### src/rtl/stopwatch_lap.sv
// Stopwatch with BCD display, lap memory and start/stop/lap/clear buttons.
// Optional countdown mode is compiled in with STOPWATCH_COUNTDOWN_EN.
`timescale 1ns/1ps

module stopwatch_lap #(
  parameter int unsigned TICK_DIV = 100000,
  parameter int unsigned SEC_MAX  = 99,
  parameter int unsigned LAP_AW   = 2
) (
  input  logic              CLK,
  input  logic              RESET_N,
  input  logic              ENABLE,
  input  logic              START_STOP,
  input  logic              LAP_CLR,
  input  logic              VIEW_LAP,
  input  logic [LAP_AW-1:0] VIEW_SEL,
`ifdef STOPWATCH_COUNTDOWN_EN
  input  logic              MODE_DOWN,
  input  logic [6:0]        PRESET_SEC,
`endif
  output logic [3:0]        SEC_10,
  output logic [3:0]        SEC_01,
  output logic [3:0]        MSEC_10,
  output logic [3:0]        MSEC_01,
  output logic              RUNNING,
  output logic              DONE,
  output logic [LAP_AW:0]   LAP_CNT,
  output logic              LAP_FULL
);

  localparam int unsigned PresW     = (TICK_DIV > 2) ? $clog2(TICK_DIV) : 1;
  localparam int unsigned Depth     = 2 ** LAP_AW;
  localparam logic [PresW-1:0] PresTop  = PresW'(TICK_DIV - 1);
  localparam logic [LAP_AW:0]  LapDepth = (LAP_AW + 1)'(Depth);
  localparam logic [3:0]       SecMaxT  = 4'(SEC_MAX / 10);
  localparam logic [3:0]       SecMaxO  = 4'(SEC_MAX % 10);
  localparam logic [15:0]      TimeMax  = {SecMaxT, SecMaxO, 4'd9, 4'd9};

  typedef enum logic [1:0] {StIdle, StRun, StStop, StDone} state_e;

  // Time is kept as four BCD digits {s10, s01, c10, c01}.
  function automatic logic [15:0] bcd_inc(input logic [15:0] t);
    logic [15:0] r;
    logic        carry;
    r     = t;
    carry = 1'b1;
    for (int i = 0; i < 4; i++) begin
      if (carry) begin
        if (r[i*4 +: 4] == 4'd9) begin
          r[i*4 +: 4] = 4'd0;
        end else begin
          r[i*4 +: 4] = r[i*4 +: 4] + 4'd1;
          carry       = 1'b0;
        end
      end
    end
    return r;
  endfunction

  function automatic logic [15:0] bcd_dec(input logic [15:0] t);
    logic [15:0] r;
    logic        borrow;
    r      = t;
    borrow = 1'b1;
    for (int i = 0; i < 4; i++) begin
      if (borrow) begin
        if (r[i*4 +: 4] == 4'd0) begin
          r[i*4 +: 4] = 4'd9;
        end else begin
          r[i*4 +: 4] = r[i*4 +: 4] - 4'd1;
          borrow      = 1'b0;
        end
      end
    end
    return r;
  endfunction

  logic        mode_down;
  logic [15:0] preset_time;

`ifdef STOPWATCH_COUNTDOWN_EN
  localparam logic [6:0] SecMax7 = 7'(SEC_MAX);
  logic [6:0] preset_clamp;
  assign mode_down    = MODE_DOWN;
  assign preset_clamp = (PRESET_SEC > SecMax7) ? SecMax7 : PRESET_SEC;
  assign preset_time  = {4'(preset_clamp / 7'd10), 4'(preset_clamp % 7'd10), 8'h00};
`else
  assign mode_down   = 1'b0;
  assign preset_time = '0;
`endif

  // Button synchronizers: [0],[1] synchronize, [2] holds history for edge detect.
  logic [2:0] ss_sync_q, lc_sync_q;
  logic       ss_pulse_q, lc_pulse_q;
  logic [1:0] rst_rdy_q;

  always_ff @(posedge CLK or negedge RESET_N) begin
    if (!RESET_N) begin
      rst_rdy_q  <= '0;
      ss_sync_q  <= '0;
      lc_sync_q  <= '0;
      ss_pulse_q <= 1'b0;
      lc_pulse_q <= 1'b0;
    end else begin
      rst_rdy_q  <= {rst_rdy_q[0], 1'b1};
      ss_sync_q  <= {ss_sync_q[1:0], START_STOP};
      lc_sync_q  <= {lc_sync_q[1:0], LAP_CLR};
      ss_pulse_q <= ss_sync_q[1] & ~ss_sync_q[2] & rst_rdy_q[1] & ENABLE;
      lc_pulse_q <= lc_sync_q[1] & ~lc_sync_q[2] & rst_rdy_q[1] & ENABLE;
    end
  end

  state_e            state_q;
  logic [PresW-1:0]  presc_q;
  logic [15:0]       time_q;
  logic [LAP_AW:0]   lap_cnt_q;
  logic              lap_full_q;
  logic              running_q;
  logic              done_q;
  logic              down_q;

  logic lap_req, lap_room, lap_we;

  // Start has priority: a lap/clear pulse in the same cycle is dropped.
  assign lap_req  = ENABLE && (state_q == StRun) && lc_pulse_q && !ss_pulse_q;
  assign lap_room = (lap_cnt_q != LapDepth);
  assign lap_we   = lap_req && lap_room;

  always_ff @(posedge CLK or negedge RESET_N) begin
    if (!RESET_N) begin
      state_q    <= StIdle;
      presc_q    <= '0;
      time_q     <= '0;
      lap_cnt_q  <= '0;
      lap_full_q <= 1'b0;
      running_q  <= 1'b0;
      done_q     <= 1'b0;
      down_q     <= 1'b0;
    end else if (!ENABLE) begin
      state_q    <= StIdle;
      presc_q    <= '0;
      time_q     <= '0;
      lap_cnt_q  <= '0;
      lap_full_q <= 1'b0;
      running_q  <= 1'b0;
      done_q     <= 1'b0;
      down_q     <= 1'b0;
    end else begin
      unique case (state_q)
        StIdle: begin
          time_q <= mode_down ? preset_time : '0;
          if (ss_pulse_q) begin
            state_q   <= StRun;
            running_q <= 1'b1;
            presc_q   <= '0;
            down_q    <= mode_down;
          end
        end
        StRun: begin
          if (ss_pulse_q) begin
            state_q   <= StStop;
            running_q <= 1'b0;
          end else begin
            if (lap_req) begin
              if (lap_room) lap_cnt_q  <= lap_cnt_q + 1'b1;
              else          lap_full_q <= 1'b1;
            end
            if (presc_q == PresTop) begin
              presc_q <= '0;
              if (down_q) begin
                if (time_q == 16'h0000 || bcd_dec(time_q) == 16'h0000) begin
                  time_q    <= '0;
                  state_q   <= StDone;
                  running_q <= 1'b0;
                  done_q    <= 1'b1;
                end else begin
                  time_q <= bcd_dec(time_q);
                end
              end else if (time_q == TimeMax) begin
                state_q   <= StDone;
                running_q <= 1'b0;
                done_q    <= 1'b1;
              end else begin
                time_q <= bcd_inc(time_q);
              end
            end else begin
              presc_q <= presc_q + 1'b1;
            end
          end
        end
        StStop: begin
          if (ss_pulse_q) begin
            state_q   <= StRun;
            running_q <= 1'b1;
          end else if (lc_pulse_q) begin
            state_q    <= StIdle;
            presc_q    <= '0;
            time_q     <= '0;
            lap_cnt_q  <= '0;
            lap_full_q <= 1'b0;
          end
        end
        StDone: begin
          // Start is ignored here, but still suppresses a coincident clear.
          if (lc_pulse_q && !ss_pulse_q) begin
            state_q    <= StIdle;
            presc_q    <= '0;
            time_q     <= '0;
            lap_cnt_q  <= '0;
            lap_full_q <= 1'b0;
            done_q     <= 1'b0;
          end
        end
        default: begin
          state_q   <= StIdle;
          running_q <= 1'b0;
          done_q    <= 1'b0;
        end
      endcase
    end
  end

  // Lap contents are never cleared; LAP_CNT gates what is visible.
  logic [15:0] lap_mem [Depth];

  always_ff @(posedge CLK) begin
    if (lap_we) lap_mem[lap_cnt_q[LAP_AW-1:0]] <= time_q;
  end

  logic        view_hit;
  logic [15:0] disp_d, disp_q;

  always_comb begin
    view_hit = ({1'b0, VIEW_SEL} < lap_cnt_q);
    disp_d   = time_q;
    if (VIEW_LAP) disp_d = view_hit ? lap_mem[VIEW_SEL] : 16'h0000;
  end

  always_ff @(posedge CLK or negedge RESET_N) begin
    if (!RESET_N) disp_q <= '0;
    else          disp_q <= disp_d;
  end

  assign {SEC_10, SEC_01, MSEC_10, MSEC_01} = disp_q;
  assign RUNNING  = running_q;
  assign DONE     = done_q;
  assign LAP_CNT  = lap_cnt_q;
  assign LAP_FULL = lap_full_q;

endmodule

### config.mk
export PLATFORM = sky130hd
export DESIGN_NAME = stopwatch_lap
export DESIGN_NICKNAME = d
export VERILOG_FILES = /design/src/rtl/stopwatch_lap.sv
export SDC_FILE = /design/constraint.sdc
export NUM_CORES = 1
export LEC_CHECK = 0
export ABC_AREA = 0
export BUFFER_PORTS_ARGS = -buffer_cell sky130_fd_sc_hd__buf_2
export CAP_MARGIN = 20
export CORE_MARGIN = 2
export CORE_UTILIZATION = 60
export CTS_CLUSTER_SIZE = 14
export DETAILED_ROUTE_END_ITERATION = 10
export PLACE_DENSITY_LB_ADDON = 0.3
export SLEW_MARGIN = 5
export SYNTH_ARGS = -nofsm -noshare
export SYNTH_HDL_FRONTEND = slang
export SYNTH_SLANG_ARGS = --single-unit
### constraint.sdc
create_clock -name CLK -period 6.6 [get_ports CLK]
set_input_delay 0.66 -clock CLK [delete_from_list [all_inputs] [get_ports CLK]]
set_output_delay 0.66 -clock CLK [all_outputs]
set_load 0.01 [all_outputs]
### After elaboration in Yosys (flattened, before gate mapping)

Memories as Yosys holds them, arrays and structs flattened.
Index checks and enable logic that the tools add are counted.
Widths: inputs -> output; s select.

* add/subtract/negate cells: 10
* mux-type cells: 167
* order comparisons: 1
* reduce and logical (&&, ||, !) cells: 26
* bitwise gates (word level): 8
* equal/unequal tests: 38

Operators with widths (number)
* $mux 16: 11
* $mux 4: 37
* $mux 17: 7
* $mux 1: 88
* $pmux 17 s4: 1
* $pmux 16 s4: 1
* $logic_not 16->1: 2
* $ne 3x3->1 const B: 9
* $ne 4x3->1 const B: 6
* $reduce_and 8->1: 3
* $mux 3: 7
* $mux 2: 10
* $reduce_and 6->1: 3
* $add 17x1->17 const B: 1
* $eq 17x17->1 const B: 1
* $add 4x1->4 const B: 4
* $eq 16x16->1 const B: 1
* $eq 4x4->1 const B: 4
* $logic_not 4->1: 4
* $sub 4x1->4 const B: 4
* $ne 5x3->1 const B: 3
* $reduce_and 7->1: 2
* $ne 5x4->1 const B: 2
* $reduce_and 5->1: 2
* 21 further kinds: 37

* logic and storage cells: 268
* input port bits: 8
* memory bits (writable): 64
* output and inout bits: 22
* bits in registers: 68
* memories: 1

Memory list
* lap_mem: words 4, width 16, rd ports 1, clocked after memory_dff 0, write ports 1, RTL line 224 `logic [15:0] lap_mem [Depth];`

### Depth between registers and ports, before layout

Gate-level depths: netlist of run 1.

* word-level depth: 54
* mapped depth: 8

### Worst setup path after synthesis of run 1

Ideal clock, no wire load.

* kind: register to register
* from: register presc_q[12]
* to: register time_q[11]
* path slack: 4.421 ns
* setup time: 0.134 ns
* path buffers: 1
* arrival: 2.045 ns
* stages on the path, launching flop included: 7
* path through: dfrtp_1 -> or4b_4 -> nor4_4 -> a31oi_2 -> clkbuf_1 -> o31ai_2 -> o41ai_2

* cells in the longest elaborated chain, start to end: 3

RTL lines
* start, declared: RTL line 114 `logic [PresW-1:0] presc_q;`
* start signal, assigned: RTL line 187 `presc_q <= presc_q + 1'b1;`
* $eq 17x17->1: RTL line 168 `if (presc_q == PresTop) begin`
* $ne 3x2->1 (no source line)
* $reduce_and 8->1 (no source line)
* end signal, assigned: RTL line 151 `time_q <= mode_down ? preset_time : '0;`
* end signal, assigned: RTL line 177 `time_q <= bcd_dec(time_q);`
* end signal, assigned: RTL line 184 `time_q <= bcd_inc(time_q);`
* end, declared: RTL line 115 `logic [15:0] time_q;`

Every way passes these cells.
A chain may end at the register's enable or synchronous reset.

### Worst setup path in the final report of run 1

* from: register state_q[0]
* to: memory lap_mem[2][4], enable pin

* cells in the longest elaborated chain, start to end: 7

RTL lines
* start, declared: RTL line 113 `state_e state_q;`
* start signal, assigned: RTL line 131 `state_q <= StIdle;`
* start signal, assigned: RTL line 140 `state_q <= StIdle;`
* start signal, assigned: RTL line 153 `state_q <= StRun;`
* $eq 2x1->1: RTL line 125 `assign lap_req = ENABLE && (state_q == StRun) && lc_pulse_q && !ss_pulse_q;`
* $logic_and 1x1->1 (3 in series): RTL line 125
* $logic_and 1x1->1: RTL line 127 `assign lap_we = lap_req && lap_room;`
* $mux 1: RTL line 227 `if (lap_we) lap_mem[lap_cnt_q[LAP_AW-1:0]] <= time_q;`
* $mux 1 (implied by the code): RTL line 227
* end, declared: RTL line 224

Every way passes these cells.

==> results.md, run 1 <==
- For this block, the initial DRC count from the detailed router was approximately 230.
- The number of failing hold endpoints at the final stage came to 0.
- The run finished with clean final reports.
- The final clock skew is 8.12 ps.
- The gate count after technology mapping is approximately 430.
- The share of synthesized area in the top cell type comes to 33.8%.
- The net switching power is roughly 0.39 mW.
- The clock slew at the register clock pins of the worst setup and hold paths is approximately 60 ps.
- The number of max-capacitance violations reported is 0.
- The number of antenna violations at the first check in global routing is 0.
- The net switching fraction of the power is around 21%.
- After filler insertion, the fill cell instance count of the layout stands at 597.
- The total of buffers placed on input and output ports is 29.
- The H-tree generated during clock tree synthesis spans 4 levels.
- The die width is a little over 100 um.
- At the end of routability-driven placement, the weighted congestion stood at between 0.8 and 0.9.
- The cell area after synthesis is roughly 0.0057 mm2.
- During synthesis, Yosys emitted a total of 0 warnings.
- In this run the mean area of a mapped cell was about 13 um2.
- The critical path is of the reg -> reg type.
- Relative to the synthesized area, the layout overhead comes to 15.1%.
- The number of buffers inserted to repair setup after CTS is 0.
- The count of cells along the worst register-to-register path is 4.
- The normalized max-slew margin is between 40% and 50%.
- Of the cells placed in the final design, the portion with a size suffix greater than 1 is about 18%.
- Counting flops with a built-in enable in the synthesized netlist gives 64.
- The total internal power is 1.49 mW.
- The largest fanout of any net on the critical path is 16.
- The most common cell after layout, fill and taps aside is sky130_fd_sc_hd__dfrtp_1.
- The later pin in the worst-skew pair is clocked with a latency of ~520 ps.
- The number of nets produced by synthesis is between 400 and 500.
- At the end of the flow, the number of nets in the layout was between 400 and 500.
- 0 antenna diodes ended up in the layout.
- The final total power is approximately 1.9 mW.
- For this run, the top clock speed supported by timing is about 0.33 GHz.
- The sequential element share of the synthesized area is around 63%.
- The shortest clock period the worst path allows after layout is just over 3000 ps.
- Among all flip-flop cells after synthesis, the most frequent one is sky130_fd_sc_hd__dfrtp_1.
- The tightest hold path in the finished design has a slack of between 50 and 60 ps.
- Summing all flip-flop and latch instances after layout gives 0.00360 mm2.
- The share of power burned in the clock network is between 50 and 60%.
- STA classifies the critical path startpoint as a register.
- The multi-input combinational cells in the finished layout cover a total of 0.00186 mm2.
- The die covers 0.0103 mm2.
- Once layout is complete, the cells apart from fillers number approximately 590.
- Power spread over the standard cell area amounts to 287 mW/mm2.
- In the final routed layout, each cell accounts on average for 18.9 um.
- Setup repair after global routing left no endpoint under its margin.
- The initial standard-cell utilization of the core is 61.8%.
- The via count of the first global-routing pass is between 3000 and 4000.
- For this run, the slowest stage of the critical path takes approximately 770 ps.
- The placed instance area is 0.00592 mm2.
- Walking the worst path, the cells encountered are nor2b_1 > nand2_1 > a211oi_1 > and2_1.
- The TritonCTS clock tree is built.
- The cell at the root of the clock tree is sky130_fd_sc_hd__clkbuf_8.
- The data arrival at the endpoint of the critical path is 3160 ps.
- The highest-delay cell along the critical path is sky130_fd_sc_hd__and2_1.
- At the pin with the least slew margin, the transition time is slightly above 800 ps.
- In this run the remaining antenna-violating nets after routing total 0.
- The sequential cell fraction of total power is between 40% and 50%.
- The flip-flop and latch count after synthesis is between 100 and 150.
- Post-CTS repair changed the size of 0 cells.
- Counting flops with an async set or reset pin after synthesis yields a share of between 50% and 60%.
- The first-pass iteration count of the detailed router is 5.
- In this run the core area contains 35 standard-cell rows.
- The HPWL after detailed placement is between 7000 and 8000 um.
- The post-route fraction of the period consumed by the critical path is a little under half.
- The total of hold buffers inserted after clock tree synthesis is 0.
- The peak supply drop is roughly 0.16 mV.
- The via count is about 3700.
- The count of final max-slew check failures is 0.
- The total DRC errors in the routed layout is 0.
- The via count normalized by instance count is 6.18.
- The clock drives around 130 sinks.
- The maximum number of pins on one net before global-route repair is 52.
- The remaining global-route overflow is 0.
- The kind of end point of the critical path is a register.
- The largest area contributor in the netlist is sky130_fd_sc_hd__edfxtp_1.
- The required time of the worst setup path is just under 7000 ps.
- The number of top-level design ports is 30.
- The global-route total usage across every layer is between 20% and 30%.
- Adding up every negative setup slack in the final design gives 0 ps.
- Synthesis instantiated between 50 and 60 different standard cells from the library.
- The post-detailed-routing wire length is between 10000 and 15000 um.
- The first global-routing pass estimated around 19000 um of wire.
- The vertical die dimension is 101 um.
- The TritonCTS buffer count is 17.
- By area the synthesized netlist is led by sky130_fd_sc_hd__edfxtp_1 34%, sky130_fd_sc_hd__dfrtp_1 29%, sky130_fd_sc_hd__mux4_2 6.3%.
- The min-delay analysis places its worst path in the category in -> async.
- The longest clock path from root to sink contains 2 buffers.
- Setup violations remaining at the end of the flow were counted as 0.
- In this run the static leakage power is 2.75 nW.
- The power share of the combinational group is under 10%.
- The finished cells cover approximately 0.0065 mm2.
- The area of the core region is a little over 0.009 mm2.
- The cell total after placement is between 500 and 600.
- In the layout the commonest cells are 67 x sky130_fd_sc_hd__dfrtp_1, 64 x sky130_fd_sc_hd__edfxtp_1, 44 x sky130_fd_sc_hd__inv_1.
[metal layers]
metal  GRT usage, %  up-vias  wire (um)
li1               -     1697          -
met1           31.1     1836       4640
met2           41.6      106       5880
met3           5.52       22        424
met4           10.8        0        219
met5              0        -          0
[Yosys cell counts (4+ instances only)]
master / number
sky130_fd_sc_hd__dfrtp_1: 67
sky130_fd_sc_hd__edfxtp_1: 64
sky130_fd_sc_hd__inv_1: 44
sky130_fd_sc_hd__nand2_1: 27
sky130_fd_sc_hd__o21ai_0: 23
sky130_fd_sc_hd__mux4_2: 16
sky130_fd_sc_hd__nor2_1: 16
sky130_fd_sc_hd__o22ai_1: 16
sky130_fd_sc_hd__o31ai_1: 15
sky130_fd_sc_hd__ha_1: 14
sky130_fd_sc_hd__nand3_1: 14
sky130_fd_sc_hd__clkbuf_1: 12
sky130_fd_sc_hd__a21oi_1: 7
sky130_fd_sc_hd__nand4_1: 7
sky130_fd_sc_hd__and3_1: 6
sky130_fd_sc_hd__nor3_1: 6
sky130_fd_sc_hd__nand3b_1: 5
sky130_fd_sc_hd__o41ai_1: 5
sky130_fd_sc_hd__xor2_1: 5
sky130_fd_sc_hd__a31oi_1: 4
sky130_fd_sc_hd__and2_1: 4
sky130_fd_sc_hd__or3_1: 4
sky130_fd_sc_hd__or4_1: 4
[through the flow]
stage	setup WS (ps)	util, %
detailed placement	3410	64.4
global route	3370	71.1
global placement	3520	64.4
CTS	3580	71.1
finish	3580	71.1
floorplan	4420	-
[cells by family (layout without fill, tap and decap cells)]
kind of cell    count (synthesis)  in the layout  synth area share, %
compound gates                 92             92                 11.1
xor+xnor                        8              8                 1.23
fa+ha+maj                      14             14                 3.08
buf+inv                        59            107                 3.96
flops                         131            131                 63.3
mux                            16             16                 6.34
other cells                     1              1               0.0660
simple gates                  112            112                 10.9
[flip-flops by register name (all words and copies together), names as in the netlist]
name	cells
lc_pulse_q	1
RUNNING	1
presc_q	17
time_q	16
DONE	1
lc_sync_q	3
rst_rdy_q	2
ss_sync_q	3
lap_mem	64
disp_q	16
state_q	2
ss_pulse_q	1
LAP_FULL	1
LAP_CNT	3
[final timing paths]
check | start | to | slack [ps]
max | state_q[0] | lap_mem[2][4] | 3580
min | RESET_N | disp_q[3] | 60
max reg2reg | state_q[0] | lap_mem[2][4] | 3580
min reg2reg | ss_sync_q[0] | ss_sync_q[1] | 350
max in group asynchronous | RESET_N | time_q[13] | 5560
min in group CLK | LAP_CLR | lc_sync_q[0] | 240
[critical path, delay by kind of cell, from the launching register on]
family	cells	cell delay [ps]
AOI/OAI and AO/OA	1	700
DFF	1	500
and+or+nand+nor	3	1450
[power groups by stage]
stage          sequential (mW)  combinational [mW]  clock [mW]
2_1_floorplan            0.876              0.0261           0
3_3_place_gp             0.876              0.0436           0
3_5_place_dp             0.877              0.0445           0
4_1_cts                  0.861              0.0450       0.979
5_1_grt                  0.861              0.0498        1.02
6_report                 0.861              0.0439       0.970
[cell type report]
type / instances / share of cell area [%]
tap: 111 / 2.12
multi-input combinational: 243 / 28.5
inverter: 44 / 2.52
timing repair buffer: 31 / 2.45
sequential: 131 / 55.0
clock buffer: 18 / 6.39
clock inverter: 14 / 3.04
Note: power is estimated with default switching activity, not from simulation.
==> run 2: changes to the inputs <==
Clock period 6.6 ns to 3.1 ns, I/O delays scaled along.
==> results.md, run 2 (same netlist as run 1, synthesis figures left out) <==
- The run finished with clean final reports.
- Timing analysis after detailed placement gives a worst setup slack of 549 ps.
- The critical path launch point type is a register.
- The count of final max-slew check failures was 0.
- The largest stage delay on the critical path is about 570 ps.
- Overall power consumption after layout is estimated at between 3 and 4 mW.
- The tree built by TritonCTS fans out to ~130 sinks.
- Clock tree synthesis selected as its root buffer the cell sky130_fd_sc_hd__clkbuf_8.
- Using the TritonRoute via totals, the vias-per-cell ratio works out to about 6.1.
- The worst-case IR drop observed on VDD is 0.298 mV.
- The total number of H-tree levels is 4.
- After the first detailed-routing iteration, the DRC count stood at between 200 and 300.
- The highest achievable clock rate is just under 0.4 GHz.
- The worst min-delay path category is in -> reg.
- Clock tree synthesis inserted a total of 17 buffers.
- The library cell used most frequently in the layout, excluding fill and tap cells, is sky130_fd_sc_hd__dfrtp_1.
- The remaining global-route overflow is 0.
- The repair_antennas step left the layout with diodes totalling 0.
- The power density normalized to cell area is around 560 mW/mm2.
- The number of instances resized during post-cts repair is 0.
- The total buffers and inverters traversed by the critical path is 0.
- At the end of routability-driven placement, the weighted congestion stood at 0.792.
- The data arrival at the endpoint of the critical path is 2950 ps.
- The first global-routing pass estimated around 19000 um of wire.
- The largest fanout of any net on the critical path is 15.
- The via count of the first global-routing pass is 3725.
- After detailed routing, the number of remaining DRC violations is 0.
- For the pin with the worst max-slew slack, the measured transition is 686 ps.
- Summed over all failing endpoints, the final setup total negative slack is 0 ps.
- The cell family with the largest share of critical-path delay is simple AND/OR/NAND/NOR gates.
- Counting along the longest clock path gives a buffer depth of 2.
- The worst path uses between 80% and 90% of the clock period.
- The maximum number of pins on one net before global-route repair is between 40 and 50.
- TritonCTS built the clock tree.
- The clock latency of the later-clocked register in the worst-skew pair is about 510 ps.
- After legalization and detailed placement, the total HPWL measured 7030 um.
- The number of failing hold endpoints at the final stage is 0.
- The total of hold buffers inserted after clock tree synthesis is 3.
- The routed layout has roughly 3700 vias.
- The post-detailed-routing wire length is 11400 um.
- The final worst setup slack is 546 ps.
- The leakage dissipation is around 2.8 nW.
- Leaving out fill and tap cells, the most frequent cells in the layout are 67 x sky130_fd_sc_hd__dfrtp_1, 64 x sky130_fd_sc_hd__edfxtp_1, 44 x sky130_fd_sc_hd__inv_1.
- The first-pass iteration count of the detailed router is 5.
- The layout net count is ~500.
- Setup repair after global routing left no endpoint under its margin.
- The worst setup path is of the reg -> reg kind.
- The setup violation total in the final timing report is 0.
- The number of buffers inserted to repair setup after CTS is 0.
- The overall die area is ~0.010 mm2.
- Clock skew on the completed layout was measured at 5.53 ps.
- The number of antenna violations at the first check in global routing was 0.
- The die width is between 100 and 150 um.
- The shortest clock period the worst path allows after layout is between 2000 and 3000 ps.
- For the worst setup path, the data required time is 3490 ps.
- The initial standard-cell utilization of the core is approximately three fifths.
- The remaining antenna violation count is 0.
- The share of post-route cells with drive strength above 1 is 18.7%.
- The critical path goes through or4b_4 > nor4_4 > a31oi_2 > or2_1 > o41ai_2.
- The vertical die dimension is between 100 and 150 um.
- Setup slack on the worst reg-to-reg path comes out at roughly 550 ps.
- The kind of end point of the critical path is a register.
- The register with the most flip-flops in the layout has 64 of them.
- The region available for standard cell placement spans ~0.0092 mm2.
- Measured against its own limit, the worst slew margin works out to 54.2%.
- Buffers placed on the I/O ports in this run total 29.
- The average wire length per cell after detail routing is ~19 um.
- The tool flagged a number of max-cap violations equal to 0.
- The clock slew at the register clock pins of the worst setup and hold paths is 60 ps.
- During I/O placement, the number of pins put on the boundary was 30.
- The floorplan has 35 rows.
- From synthesis to final layout, the design area changed by 15.3%.
- For this design, the slowest cell found on the critical path is sky130_fd_sc_hd__or4b_4.
- In the global route stage, overall resource usage came out at approximately a quarter.
[run 2: layout make-up]
cell class / instances / area (um2)
clock buffer: 17 / 414
clock inverter: 14 / 116
fill: 617 / 2640
inverter: 44 / 165
multi-input combinational: 243 / 1860
sequential: 131 / 3600
tap: 111 / 139
timing repair buffer: 42 / 263
[run 2: tightest hold or removal path, delay by kind of cell]
kind | cells | cell delay, ps
AND/OR/NAND/NOR | 2 | 120
buffers and inverters | 1 | 190
[run 2: path summary, 6_finish.rpt]
path / from / to / depth (start not counted)
setup / recovery: presc_q[12] / time_q[11] / 5
hold / removal: ENABLE / state_q[0] / 3
setup reg to reg: presc_q[12] / time_q[11] / 5
min in group asynchronous: RESET_N / disp_q[0] / 2
hold reg to reg: lc_sync_q[0] / lc_sync_q[1] / 0
max in group asynchronous: RESET_N / RUNNING / 3
[run 2: stage by stage]
step | utilization (%) | area (um2) | cells | hold slack [ps]
final | 71.3 | 6560 | 602 | 155
after CTS | 71.1 | 6540 | 601 | 137
after global placement | 65.0 | 5980 | 567 | 335
after floorplan | - | 5690 | 433 | 14.4
after detailed placement | 65.0 | 5980 | 567 | 341
after global routing | 71.3 | 6560 | 602 | 156
[run 2: metal layers]
metal  vias up  global-route usage (%)  wire (um)
li1       1715                       -          -
met1      1849                    31.5       4850
met2       121                    40.7       5880
met3        12                    5.80        571
met4         0                    8.73        107
met5         -                       0          0
[run 2: report_power, final]
part	internal (mW)	total (mW)	switching, mW
sequential	1.82	1.83	0.00873
combinational	0.0346	0.103	0.0685
clock	1.05	1.76	0.712
==> run 3: changes to the inputs <==
Clock period 3.1 ns to 2.55 ns, I/O delays scaled along.
==> results.md, run 3 (same netlist as run 1, synthesis figures left out) <==
- The worst setup path is launched from a register.
- The final worst setup slack is between 150 and 200 ps.
- The final total power is 4.87 mW.
- The post-route fraction of the period consumed by the critical path is between 90% and 100%.
- The transition time of the tightest slew-check pin is 891 ps.
- The tree built by TritonCTS fans out to around 130 sinks.
- After layout, the minimum clock period comes to about 2400 ps.
- From left edge to right edge, the die measures slightly above 100 um.
- The initial DRC count is 282.
- Summed over all layers, the global routing overflow is 0.
- The remaining antenna violation count is 0.
- The routed length on met1 is ~4800 um.
- The flow ran to the end, and the final reports show no timing, DRC or antenna violations.
- The count of standard-cell rows is 35.
- The vertical die dimension is roughly 100 um.
- The library cell used most frequently in the layout, excluding fill and tap cells, is sky130_fd_sc_hd__dfrtp_1.
- In the final layout, the share of cells above drive strength 1 is 19.7%.
- The detailed placement HPWL is ~7000 um.
- VDD sags by at most about 0.49 mV.
- The worst hold slack is about 96 ps.
- The register with the most flip-flops in the layout has 64 of them.
- The number of max-capacitance violations reported is 0.
- In this run the clock root is driven by a sky130_fd_sc_hd__clkbuf_8.
- The internal power of the cells totals ~3.9 mW.
- The first-pass iteration count of the detailed router is 5.
- Summed over all layers, the routed wires come to between 10000 and 15000 um.
- The deepest clock path buffer count is 2.
- Before CTS, the worst setup slack after placement is ~210 ps.
- In this design, the stage delay of the slowest critical-path cell is roughly 570 ps.
- The clock tree synthesis step divided the H-tree into 4 levels.
- During placement, the flow inserted port buffers numbering 29.
- The share of total power dissipated in the clock network is approximately 52%.
- The TritonCTS buffer count is 17.
- The data arrival at the endpoint of the critical path is roughly 2800 ps.
- The wire length of the first global-routing pass is 18800 um.
- The post-synthesis to final-layout area growth is 17.3%.
- The setup violation total in the final timing report is 0.
- Setup repair after global routing left no endpoint under its margin.
- The initial standard-cell utilization of the core is approximately 60%.
- The amount of wire on met2 after detailed routing is ~5700 um.
- The clock slew at the register clock pins of the worst setup and hold paths is around 60 ps.
- The worst setup path category is reg -> reg.
- The TritonCTS clock tree is built.
- The global-route total usage across every layer is 24.5%.
- The via count of the first global-routing pass was 3801.
- Adding up every negative setup slack in the final design gives 0 ps.
- In the layout the commonest cells are 67 x sky130_fd_sc_hd__dfrtp_1, 64 x sky130_fd_sc_hd__edfxtp_1, 44 x sky130_fd_sc_hd__inv_1.
- The analysis attributes to net switching a power of 1.01 mW.
- The final clock skew is 5.94 ps.
- The net switching fraction of the power is about a fifth.
- For this run, design rule violations remaining after detail routing come to 0.
- The power density normalized to cell area is 731 mW/mm2.
- The final route contains between 3000 and 4000 vias.
- The highest achievable clock rate is approximately 0.42 GHz.
- The placed instance area is 0.00601 mm2.
- Of all nets on the critical path, the largest fanout is 10.
- The cell area after layout is ~0.0067 mm2.
- The number of antenna violations at the first check in global routing is 0.
- The kind of end point of the critical path is a register.
- 0 antenna diodes ended up in the layout.
- Pin placement for this block handled 30 I/O pins.
- The cell family with the largest share of critical-path delay is simple AND/OR/NAND/NOR gates.
- The number of buffers and inverters on the critical path is 1.
- For the worst flop-to-flop path, the logic depth is 6.
- The critical path depth is 6.
- The final weighted congestion in routability-driven placement is 0.840.
- The highest signal layer in the routed design is met4.
- The count of final max-slew check failures is 0.
- The highest-delay cell along the critical path is sky130_fd_sc_hd__or4bb_1.
- The clock latency of the later-clocked register in the worst-skew pair is 520 ps.
- The normalized max-slew margin is approximately two fifths.
- The layout net count is 506.
- In the final routed layout, each cell accounts on average for about 19 um.
- The analysis attributes to cell leakage a power of 2.83 nW.
- The detailed-routed wire length on met3 is ~540 um.
- The sequential cell fraction of total power is between 40% and 50%.
- The via count normalized by instance count is just over 6.
- Data on the critical path is required at its endpoint by around 2900 ps.
- Of the total power, combinational logic draws under 10%.
- The number of failing hold endpoints at the final stage was 0.
- Walking the worst path, the cells encountered are or4bb_1 > nor4_4 > a31oi_2 > buf_4 > o31ai_1 > o41ai_1.
- The instance count along the most critical hold path is 3.
- The die covers ~0.010 mm2.
- The total area inside the core boundary comes to 0.00920 mm2.
- Entering global routing, the biggest net connects around 70 pins.
- The worst min-delay path category is in -> reg.
## run 3: changes by cell type in the layout (fill, tap and decap cells not counted)
| cell | previous run | this run |
|---|---|---|
| sky130_fd_sc_hd__clkinv_1 | 2 | 1 |
| sky130_fd_sc_hd__clkinv_2 | 4 | 1 |
| sky130_fd_sc_hd__clkinvlp_4 | 2 | 1 |
| sky130_fd_sc_hd__inv_6 | 1 | 4 |
| sky130_fd_sc_hd__inv_8 | 0 | 1 |
| sky130_fd_sc_hd__clkinv_4 | 4 | 2 |
| sky130_fd_sc_hd__buf_12 | 1 | 0 |
| sky130_fd_sc_hd__bufinv_16 | 1 | 4 |
| sky130_fd_sc_hd__clkbuf_1 | 0 | 1 |
| sky130_fd_sc_hd__buf_4 | 9 | 15 |
## run 3: cell type report
| type | instances | area [um2] |
|---|---|---|
| Clock buffer | 18 | 418 |
| Tap cell | 111 | 139 |
| Inverter | 44 | 165 |
| Sequential cell | 131 | 3600 |
| Clock inverter | 14 | 200 |
| Timing Repair Buffer | 47 | 288 |
| Multi-Input combinational cell | 243 | 1860 |
| Fill cell | 603 | 2530 |
## run 3: path summary, 6_finish.rpt
| kind | start | slack [ps] | end |
|---|---|---|---|
| hold / removal | ENABLE | 100 | state_q[0] |
| hold reg to reg | rst_rdy_q[0] | 350 | rst_rdy_q[1] |
| max in group asynchronous | RESET_N | 1490 | DONE |
| setup reg to reg | presc_q[9] | 180 | time_q[15] |
| min in group asynchronous | RESET_N | 440 | disp_q[3] |
| setup / recovery | presc_q[9] | 180 | time_q[15] |
## run 3: layer usage
layer  vias to the layer above  global-route usage, %
met5                         -                      0
met4                         0                   9.46
met3                        25                   6.00
met2                       130                   41.1
met1                      1876                   31.1
li1                       1727                      -
## run 3: tightest hold or removal path, cell delays in order
cell,delay [ps]
sky130_fd_sc_hd__buf_2,190
sky130_fd_sc_hd__nand2_1,90
sky130_fd_sc_hd__nor2_1,40
## run 3: power groups by stage
stage | Clock, mW | Combinational (mW) | Sequential, mW
final | 2.52 | 0.126 | 2.23
after global placement | 0 | 0.121 | 2.27
after floorplan | 0 | 0.0677 | 2.27
after global routing | 2.65 | 0.142 | 2.23
after detailed placement | 0 | 0.125 | 2.27
after CTS | 2.54 | 0.129 | 2.23
## run 3: what timing repair did
action,in CTS,in global routing
gates resized for setup,0,0
hold endpoints to repair,69,0
hold buffers,3,0
endpoints found under the setup margin,0,2
buffers inserted,0,2
## run 3: per-stage QoR
stage | util, % | instances
after detailed placement | 65.3 | 571
after global routing | 72.5 | 608
after floorplan | - | 433
final | 72.5 | 608
after global placement | 65.3 | 571
after CTS | 72.4 | 606
